[src/rtl/io_mapped_regfile.sv]
// -----------------------------------------------------------------------------
// io_mapped_regfile
//
// Purpose:
//   2-read / 1-write CPU register file with a handful of memory-mapped I/O
//   slots. It sits between the processor datapath (decode reads, writeback
//   writes) and the board I/O (ADC header, servo PWM, switches, seven-seg).
//
//   Address map:
//     0  hardwired zero (reads 0, writes ignored)
//     1  ADC sample, zero-extended (read-only)
//     2  PWM configuration (read/write, low PWM_W bits exported on pwm_cfg)
//     5  synchronised rest_in in bit 0 (read-only)
//     6  synchronised active_in in bit 0 (read-only)
//     8  sticky ADC-ready flag in bit 0; any write clears it
//     *  every other address is a plain read/write register
//
//   Optional build macro:
//     WRITE_BYPASS_EN - when defined, a read port addressing the register being
//     written this cycle returns data_writeReg (write-first forwarding). Only
//     plain read/write addresses forward; 0, 1, 5, 6 and 8 never do. When it is
//     undefined, reads return the stored value and a write shows up the cycle
//     after its edge.
//
// Ports:
//   clock             in   1       system clock, all state on the rising edge
//   ctrl_reset_n      in   1       asynchronous active-low reset
//   ctrl_writeEnable  in   1       write strobe
//   ctrl_writeReg     in   ADDR_W  write address
//   data_writeReg     in   DATA_W  write data
//   ctrl_readRegA     in   ADDR_W  read address, port A
//   ctrl_readRegB     in   ADDR_W  read address, port B
//   data_readRegA     out  DATA_W  read data A (combinational)
//   data_readRegB     out  DATA_W  read data B (combinational)
//   adc_in            in   ADC_W   ADC parallel data, stable across the tick
//   rest_in           in   1       asynchronous discrete input
//   active_in         in   1       asynchronous discrete input
//   pwm_cfg           out  PWM_W   register 2 [PWM_W-1:0]
//   adc_ready_pulse   out  1       one-cycle pulse, coincident with ADC update
//   testing           out  DBG_W   register DBG_REG [DBG_LSB+DBG_W-1:DBG_LSB]
//
// Interface timing (single comment for the whole port set): there is no
// valid/ready handshake. A write is committed on the rising edge where
// ctrl_writeEnable is 1, and read ports are pure combinational muxes. The ADC
// sample is taken once every SAMPLE_DIV edges. adc_ready_pulse is high for
// exactly the one cycle that follows the edge that loads the new sample.
// -----------------------------------------------------------------------------
module io_mapped_regfile #(
  parameter int DATA_W     = 32,
  parameter int ADDR_W     = 5,
  parameter int ADC_W      = 8,
  parameter int SAMPLE_DIV = 500,
  parameter int PWM_W      = 3,
  parameter int DBG_REG    = 12,
  parameter int DBG_LSB    = 3,
  parameter int DBG_W      = 16
) (
  input  logic              clock,
  input  logic              ctrl_reset_n,
  input  logic              ctrl_writeEnable,
  input  logic [ADDR_W-1:0] ctrl_writeReg,
  input  logic [DATA_W-1:0] data_writeReg,
  input  logic [ADDR_W-1:0] ctrl_readRegA,
  input  logic [ADDR_W-1:0] ctrl_readRegB,
  output logic [DATA_W-1:0] data_readRegA,
  output logic [DATA_W-1:0] data_readRegB,
  input  logic [ADC_W-1:0]  adc_in,
  input  logic              rest_in,
  input  logic              active_in,
  output logic [PWM_W-1:0]  pwm_cfg,
  output logic              adc_ready_pulse,
  output logic [DBG_W-1:0]  testing
);

  localparam int DEPTH = 2 ** ADDR_W;
  localparam int CNT_W = (SAMPLE_DIV > 1) ? $clog2(SAMPLE_DIV) : 1;

  localparam logic [ADDR_W-1:0] A_ZERO   = ADDR_W'(0);
  localparam logic [ADDR_W-1:0] A_ADC    = ADDR_W'(1);
  localparam logic [ADDR_W-1:0] A_PWM    = ADDR_W'(2);
  localparam logic [ADDR_W-1:0] A_REST   = ADDR_W'(5);
  localparam logic [ADDR_W-1:0] A_ACTIVE = ADDR_W'(6);
  localparam logic [ADDR_W-1:0] A_FLAG   = ADDR_W'(8);
  localparam logic [ADDR_W-1:0] A_DBG    = ADDR_W'(DBG_REG);

  localparam logic [CNT_W-1:0] DIV_LAST = CNT_W'(SAMPLE_DIV - 1);

  // ---------------------------------------------------------------------------
  // State
  // ---------------------------------------------------------------------------
  // The entries at the special addresses exist in the array but are never
  // written. Their reads are overridden in the read mux below.
  logic [DATA_W-1:0] regs_q [DEPTH];

  logic [ADC_W-1:0] adc_q,        adc_d;
  logic [CNT_W-1:0] div_cnt_q,    div_cnt_d;
  logic             flag_q,       flag_d;
  logic             pulse_q,      pulse_d;
  logic             rest_s1_q,    rest_s2_q;
  logic             active_s1_q,  active_s2_q;

  // ---------------------------------------------------------------------------
  // Write decode
  // ---------------------------------------------------------------------------
  function automatic logic is_rw(input logic [ADDR_W-1:0] a);
    return !((a == A_ZERO) || (a == A_ADC) || (a == A_REST) ||
             (a == A_ACTIVE) || (a == A_FLAG));
  endfunction

  logic wr_rw;
  logic flag_clr;
  logic tick;

  assign wr_rw    = ctrl_writeEnable && is_rw(ctrl_writeReg);
  assign flag_clr = ctrl_writeEnable && (ctrl_writeReg == A_FLAG);
  assign tick     = (div_cnt_q == DIV_LAST);

  // ---------------------------------------------------------------------------
  // Next-state logic for the divider, the ADC slot and the ready flag
  // ---------------------------------------------------------------------------
  always_comb begin
    div_cnt_d = tick ? '0 : div_cnt_q + CNT_W'(1);
    adc_d     = tick ? adc_in : adc_q;
    pulse_d   = tick;
    // A tick wins over a clear on the same edge so that a sample is never lost.
    if (tick) begin
      flag_d = 1'b1;
    end else if (flag_clr) begin
      flag_d = 1'b0;
    end else begin
      flag_d = flag_q;
    end
  end

  // ---------------------------------------------------------------------------
  // Sequential state
  // ---------------------------------------------------------------------------
  always_ff @(posedge clock or negedge ctrl_reset_n) begin
    if (!ctrl_reset_n) begin
      for (int i = 0; i < DEPTH; i++) begin
        regs_q[i] <= '0;
      end
      adc_q       <= '0;
      div_cnt_q   <= '0;
      flag_q      <= 1'b0;
      pulse_q     <= 1'b0;
      rest_s1_q   <= 1'b0;
      rest_s2_q   <= 1'b0;
      active_s1_q <= 1'b0;
      active_s2_q <= 1'b0;
    end else begin
      if (wr_rw) begin
        regs_q[ctrl_writeReg] <= data_writeReg;
      end
      adc_q       <= adc_d;
      div_cnt_q   <= div_cnt_d;
      flag_q      <= flag_d;
      pulse_q     <= pulse_d;
      // Two-flop synchronisers. Bit 0 of regs 5/6 follows the input two edges
      // after the input changes.
      rest_s1_q   <= rest_in;
      rest_s2_q   <= rest_s1_q;
      active_s1_q <= active_in;
      active_s2_q <= active_s1_q;
    end
  end

  // ---------------------------------------------------------------------------
  // Read ports. Both ports share one mux description and are fully independent.
  // ---------------------------------------------------------------------------
  logic [ADDR_W-1:0] rd_addr [2];
  logic [DATA_W-1:0] rd_data [2];

  assign rd_addr[0] = ctrl_readRegA;
  assign rd_addr[1] = ctrl_readRegB;

  always_comb begin
    for (int p = 0; p < 2; p++) begin
      rd_data[p] = regs_q[rd_addr[p]];
      case (rd_addr[p])
        A_ZERO:   rd_data[p] = '0;
        A_ADC:    rd_data[p] = DATA_W'(adc_q);
        A_REST:   rd_data[p] = DATA_W'(rest_s2_q);
        A_ACTIVE: rd_data[p] = DATA_W'(active_s2_q);
        A_FLAG:   rd_data[p] = DATA_W'(flag_q);
        default:  ;
      endcase
`ifdef WRITE_BYPASS_EN
      // Write-first forwarding. wr_rw already excludes the special slots.
      if (wr_rw && (rd_addr[p] == ctrl_writeReg)) begin
        rd_data[p] = data_writeReg;
      end
`endif
    end
  end

  assign data_readRegA = rd_data[0];
  assign data_readRegB = rd_data[1];

  // ---------------------------------------------------------------------------
  // Exported fields. These are direct slices of flops, so they change on the
  // same edge as the write that loads them.
  // ---------------------------------------------------------------------------
  assign pwm_cfg         = regs_q[A_PWM][PWM_W-1:0];
  assign testing         = regs_q[A_DBG][DBG_LSB +: DBG_W];
  assign adc_ready_pulse = pulse_q;

endmodule

[config.mk]
export PLATFORM = sky130hd
export DESIGN_NAME = io_mapped_regfile
export DESIGN_NICKNAME = d
export VERILOG_FILES = /design/src/rtl/io_mapped_regfile.sv
export SDC_FILE = /design/constraint.sdc
export NUM_CORES = 2
export LEC_CHECK = 0
export CAP_MARGIN = 20
export CORE_MARGIN = 5
export CORE_UTILIZATION = 30
export DETAILED_ROUTE_END_ITERATION = 6
export DONT_BUFFER_PORTS = 1
export RECOVER_POWER = 100
export SLEW_MARGIN = 20
export SYNTH_ARGS = -nofsm -noshare
export SYNTH_HDL_FRONTEND = slang
export SYNTH_SLANG_ARGS = --single-unit
[constraint.sdc]
create_clock -name clock -period 12.8 [get_ports clock]
set_input_delay 3.84 -clock clock [delete_from_list [all_inputs] [get_ports clock]]
set_output_delay 3.84 -clock clock [all_outputs]
set_load 0.005 [all_outputs]
-- Yosys cells after proc, flatten, opt, wreduce, memory -nomap -nowiden
Cells that the tools add are included.
- register bits: 1047
- word-level logic and storage cells: 87
- reductions and logical operators: 12
- bitwise logic cells: 3
- magnitude comparators: 4
- eq/ne operators: 13
- add/subtract/negate cells: 1
- mux-type cells: 14
- operator list (operator ; number):
    bitwise mux 1024 bit ; 1
    binary-select mux 32 bit (select 5 bit) ; 2
    case mux 32 bit (5 select lines) ; 2
    demux 32 bit (select 5 bit) ; 1
    2-to-1 mux 32 bit ; 5
    equality test 5 x 3 -> 1 bit, second input constant ; 6
    greater-or-equal comparator 6 bit, second input constant ; 3
    NOT 5 -> 6 bit ; 3
    equality test 5 x 1 -> 1 bit, second input constant ; 3
    equality test 5 x 4 -> 1 bit, second input constant ; 3
    zero test 5 bit ; 3
    adder 9 x 1 -> 9 bit, second input constant ; 1
    equality test 9 bit, second input constant ; 1
    2-to-1 mux 9 bit ; 1
    less-than comparator 6 x 1 -> 1 bit, second input constant ; 1
    logical OR 1 bit ; 4
    logical AND 1 bit ; 3
    2-to-1 mux 1 bit ; 2
    nonzero test 2 bit ; 1
    zero test 1 bit ; 1

-- Depth between registers and ports, before layout
- depth in word-level cells: 7
- gate-level depth with buffers: 9
- gate-level depth less buffers: 6

-- Worst setup path before layout
No wires, ideal clock.
- path type: input to output
- start point: input ctrl_readRegB[0]
- end point: output data_readRegB[31]
- path slack: 3.393 ns
- cell stages on the path: 5
- data arrival time: 5.567 ns
- path buffers: 2
- path through: clkbuf_1 -> buf_2 -> mux4_2 -> mux4_2 -> o22a_1
- word-level cells in the longest chain between the ends: 5
- elaborated cells between the ends (all ways): 10
- those cells by class: eq/ne: 4; mux: 4; bitwise: 1; reduce/logical: 1
- ends and longest elaborated chain (element ; RTL line ; text):
    start: declaration ; 64 ; input logic [ADDR_W-1:0] ctrl_readRegB,
    NOT 5 -> 6 bit (not written as such) ; 179 ; rd_data[p] = regs_q[rd_addr[p]];
    binary-select mux 32 bit (select 5 bit) ; 179 ;
    2-to-1 mux 32 bit (not written as such) (2 in series) ; 179 ;
    case mux 32 bit (5 select lines) * ; 180 ; case (rd_addr[p])
    end: declaration ; 66 ; output logic [DATA_W-1:0] data_readRegB,
Every way passes the cells marked *; elsewhere a longest branch is shown, timed or not. The select of a mux whose other input is x is not followed.

-- Worst setup path after layout
- start point: input ctrl_readRegB[1]
- end point: output data_readRegB[0]
Same word-level chain as after synthesis.

==> impl_metrics.tcl <==
set metrics [dict create \
    synth_area_leaders "dfrtp_1, mux4_2, mux2_2" \
    htreeDepth 3 \
    slowest_delay_ns 1.51 \
    antenna_found_initial 5 \
    avgRoutedWirePerCell_um 29.08 \
    hold_violations 0 \
    r2r_slack_ns 10.42 \
    ys_seq_area_share_pct 48.38 \
    relSlewSlack_pct -211.0 \
    peakVddDrop_uv 141.5 \
    clock.fmax_ghz 0.08858 \
    layout_common_cells "dfrtp_1, mux2_2, mux4_2, clkbuf_16, nand2_1" \
    drc 0 \
    ys_warn_count 0 \
    clkSinkCount 1047 \
    place_ws_ns 2.137 \
    final_common_cell "dfrtp_1" \
    slew_violations 1322 \
    cts_tree "done" \
    place_congestion 0.7371 \
    p_leak_nw 24.89 \
    crit_path_end_kind "output pin" \
    finalCritPeriodShare_pct 88.20 \
    first_global_vias 32040 \
    synth_area_leader_cell "dfrtp_1" \
    reg2reg_to "adc_q[7]" \
    min_to "regs_q[824]" \
    critical_path_required_ns 8.96 \
    power_density_nw_per_um2 153.9 \
    violations "max-capacitance violations, max-slew violations" \
    grt_max_degree 272 \
    dieHeight_um 434.9 \
    fillers 17390 \
    rsz0062_at_grt "false" \
    rows 156 \
    num_vias 30600 \
    synth_edf_count 0 \
    ios 144 \
    synth_ff_type "dfrtp_1" \
    synthCells 3410 \
    ys_ff_latch 1047 \
    ant_nets 0 \
    placed_area_um2 55510 \
    grt-ovfl-total 0 \
    finish.instance_area_um2 59240 \
    fin_ws_ns 1.510 \
    worst-path-max-fanout 261 \
    yosysTopAreaCellShare_pct 48.38 \
    crit_type "input pin to output pin" \
    path_cells "or2_2 -> nor4b_1 -> nand2_1 -> o21ai_0 -> o41a_1" \
    cts.path.max_buffers 3 \
    avgViaCountPerCell 5.540 \
    status "finished, violations left" \
    cts-root-buf "clkbuf_16" \
    arrival_ns 7.45 \
    dr.pass1.iters 7 \
    tightest_slew_ns 4.665 \
    cts_hold_buf 0 \
    final_nets 3126 \
    multi_input_area_um2 25780 \
    min_from "regs_q[824]" \
    wirelength_mm 160.6 \
    layout_min_cycle_time_ns 11.29 \
    first_iter_violations 2469 \
    fp.dieW_um 434.9 \
    grt_pass1_wl_mm 235.1 \
    yosysUniqueCellTypes 54 \
    drv_cap 36 \
    cts_post_setup_buffers_inserted 0 \
    hold_depth 0 \
    start_util_pct 30.06 \
    hold_class "flop to flop" \
    antenna_cells 0 \
    dpl.hpwl_mm 86.63 \
    area_growth_pct 9.393 \
    core_area_um2 180200 \
    r2r_cells 5 \
    dieArea_um2 189100 \
    seqCellArea_um2 26200 \
    reg2reg_from "div_cnt_q[0]" \
    clkTransAtPathRegs_ns 0.06 \
    clock_skew_ns 0.006109 \
    power_mw 9.116 \
    cp-start-kind "input pin" \
    fin_setup_tns_ns 0 \
    port_buffers 0 \
    grtUsageTotal_pct 16.77 \
    drive_above_1_share_pct 53.11 \
    setup-violations-final 0 \
    synth_fp_nets 3471 \
    post_cts_resized 0 \
    synthArstFlopShare_pct 100.0 \
    avgSynthCellArea_um2 15.88 \
    worst_path_max_delay_cell "nor4b_1" \
    clk_latency_ns 0.75 \
    cts_inserted_buffers 109 \
    netlist_area_um2 54150 \
]
## cells in the mapped netlist (18+ instances only)
cell,n
dfrtp_1,1047
inv_1,27
nand3_1,18
mux2_2,865
buf_1,54
a22o_1,30
buf_2,115
nor2_1,37
mux2i_1,47
mux4_2,596
o21ai_0,19
clkbuf_1,290
buf_4,28
nand2_1,71
a22oi_1,22
## routing by layer
metal  wire length, um  up-vias  track usage, %
met5                 0        -               0
met4              6018        0           5.800
met3              9442      280           3.368
met2             78790      894           27.81
met1             66390    17080           22.00
li1                  -    12350               -
## through the flow
stage | std cells | util [%] | hold slack [ns]
CTS | 5520 | 32.97 | 0.3951
global route | 5524 | 32.88 | 0.4061
finish | 5524 | 32.88 | 0.3896
detailed placement | 5320 | 30.81 | 0.3817
floorplan | 3410 | - | 0.3312
global placement | 5320 | 30.81 | 0.3752
## worst max path at each step
| stage | start | endpoint | slack, ns | cells past startpoint |
|---|---|---|---|---|
| final | ctrl_readRegB[1] | data_readRegB[0] | 1.51 | 5 |
| after floorplan | ctrl_readRegB[0] | data_readRegB[31] | 3.39 | 5 |
| after global placement | ctrl_readRegA[1] | data_readRegA[29] | 2.21 | 4 |
| after global routing | ctrl_reset_n | regs_q[591] | 1.47 | 2 |
| after CTS | ctrl_readRegA[0] | data_readRegA[29] | 2.13 | 4 |
| after detailed placement | ctrl_readRegA[0] | data_readRegA[29] | 2.14 | 4 |
## registers in the layout, summed over array words and instances, names as in the netlist
name and cells:
regs_q 1005, active_s2_q 1, testing 16, active_s1_q 1, flag_q 1, adc_q 8, div_cnt_q 9, rest_s2_q 1
adc_ready_pulse 1, rest_s1_q 1, pwm_cfg 3
## report_power, final
part / switching (mW) / internal (mW) / leakage, nW
logic: 0.487 / 0.980 / 9.29
clock network: 1.41 / 2.05 / 1.91
registers: 0.368 / 3.82 / 13.7
total: 2.27 / 6.85 / 24.9
## worst max-delay path, delay by kind of cell
kind	cells	cell delay (ns)
compound gates	2	0.52
simple gates	3	2.41
## layout make-up
class	instances	area share, %
clock inverter	48	1.269
inverter	28	0.1816
tap	2370	5.006
sequential	1047	44.23
multi-input combinational	1838	43.52
timing repair buffer	41	0.5069
clock buffer	152	5.287
## cells by family after synthesis
kind of cell | after synthesis | share of synthesized area, %
fa+ha+maj | 1 | 0.02310
xor+xnor | 6 | 0.09704
flops | 1047 | 48.38
simple gates | 169 | 1.472
buf+inv | 525 | 4.226
compound gates | 145 | 1.966
mux | 1517 | 43.83
No activity file was read; power rests on OpenSTA's default activity.
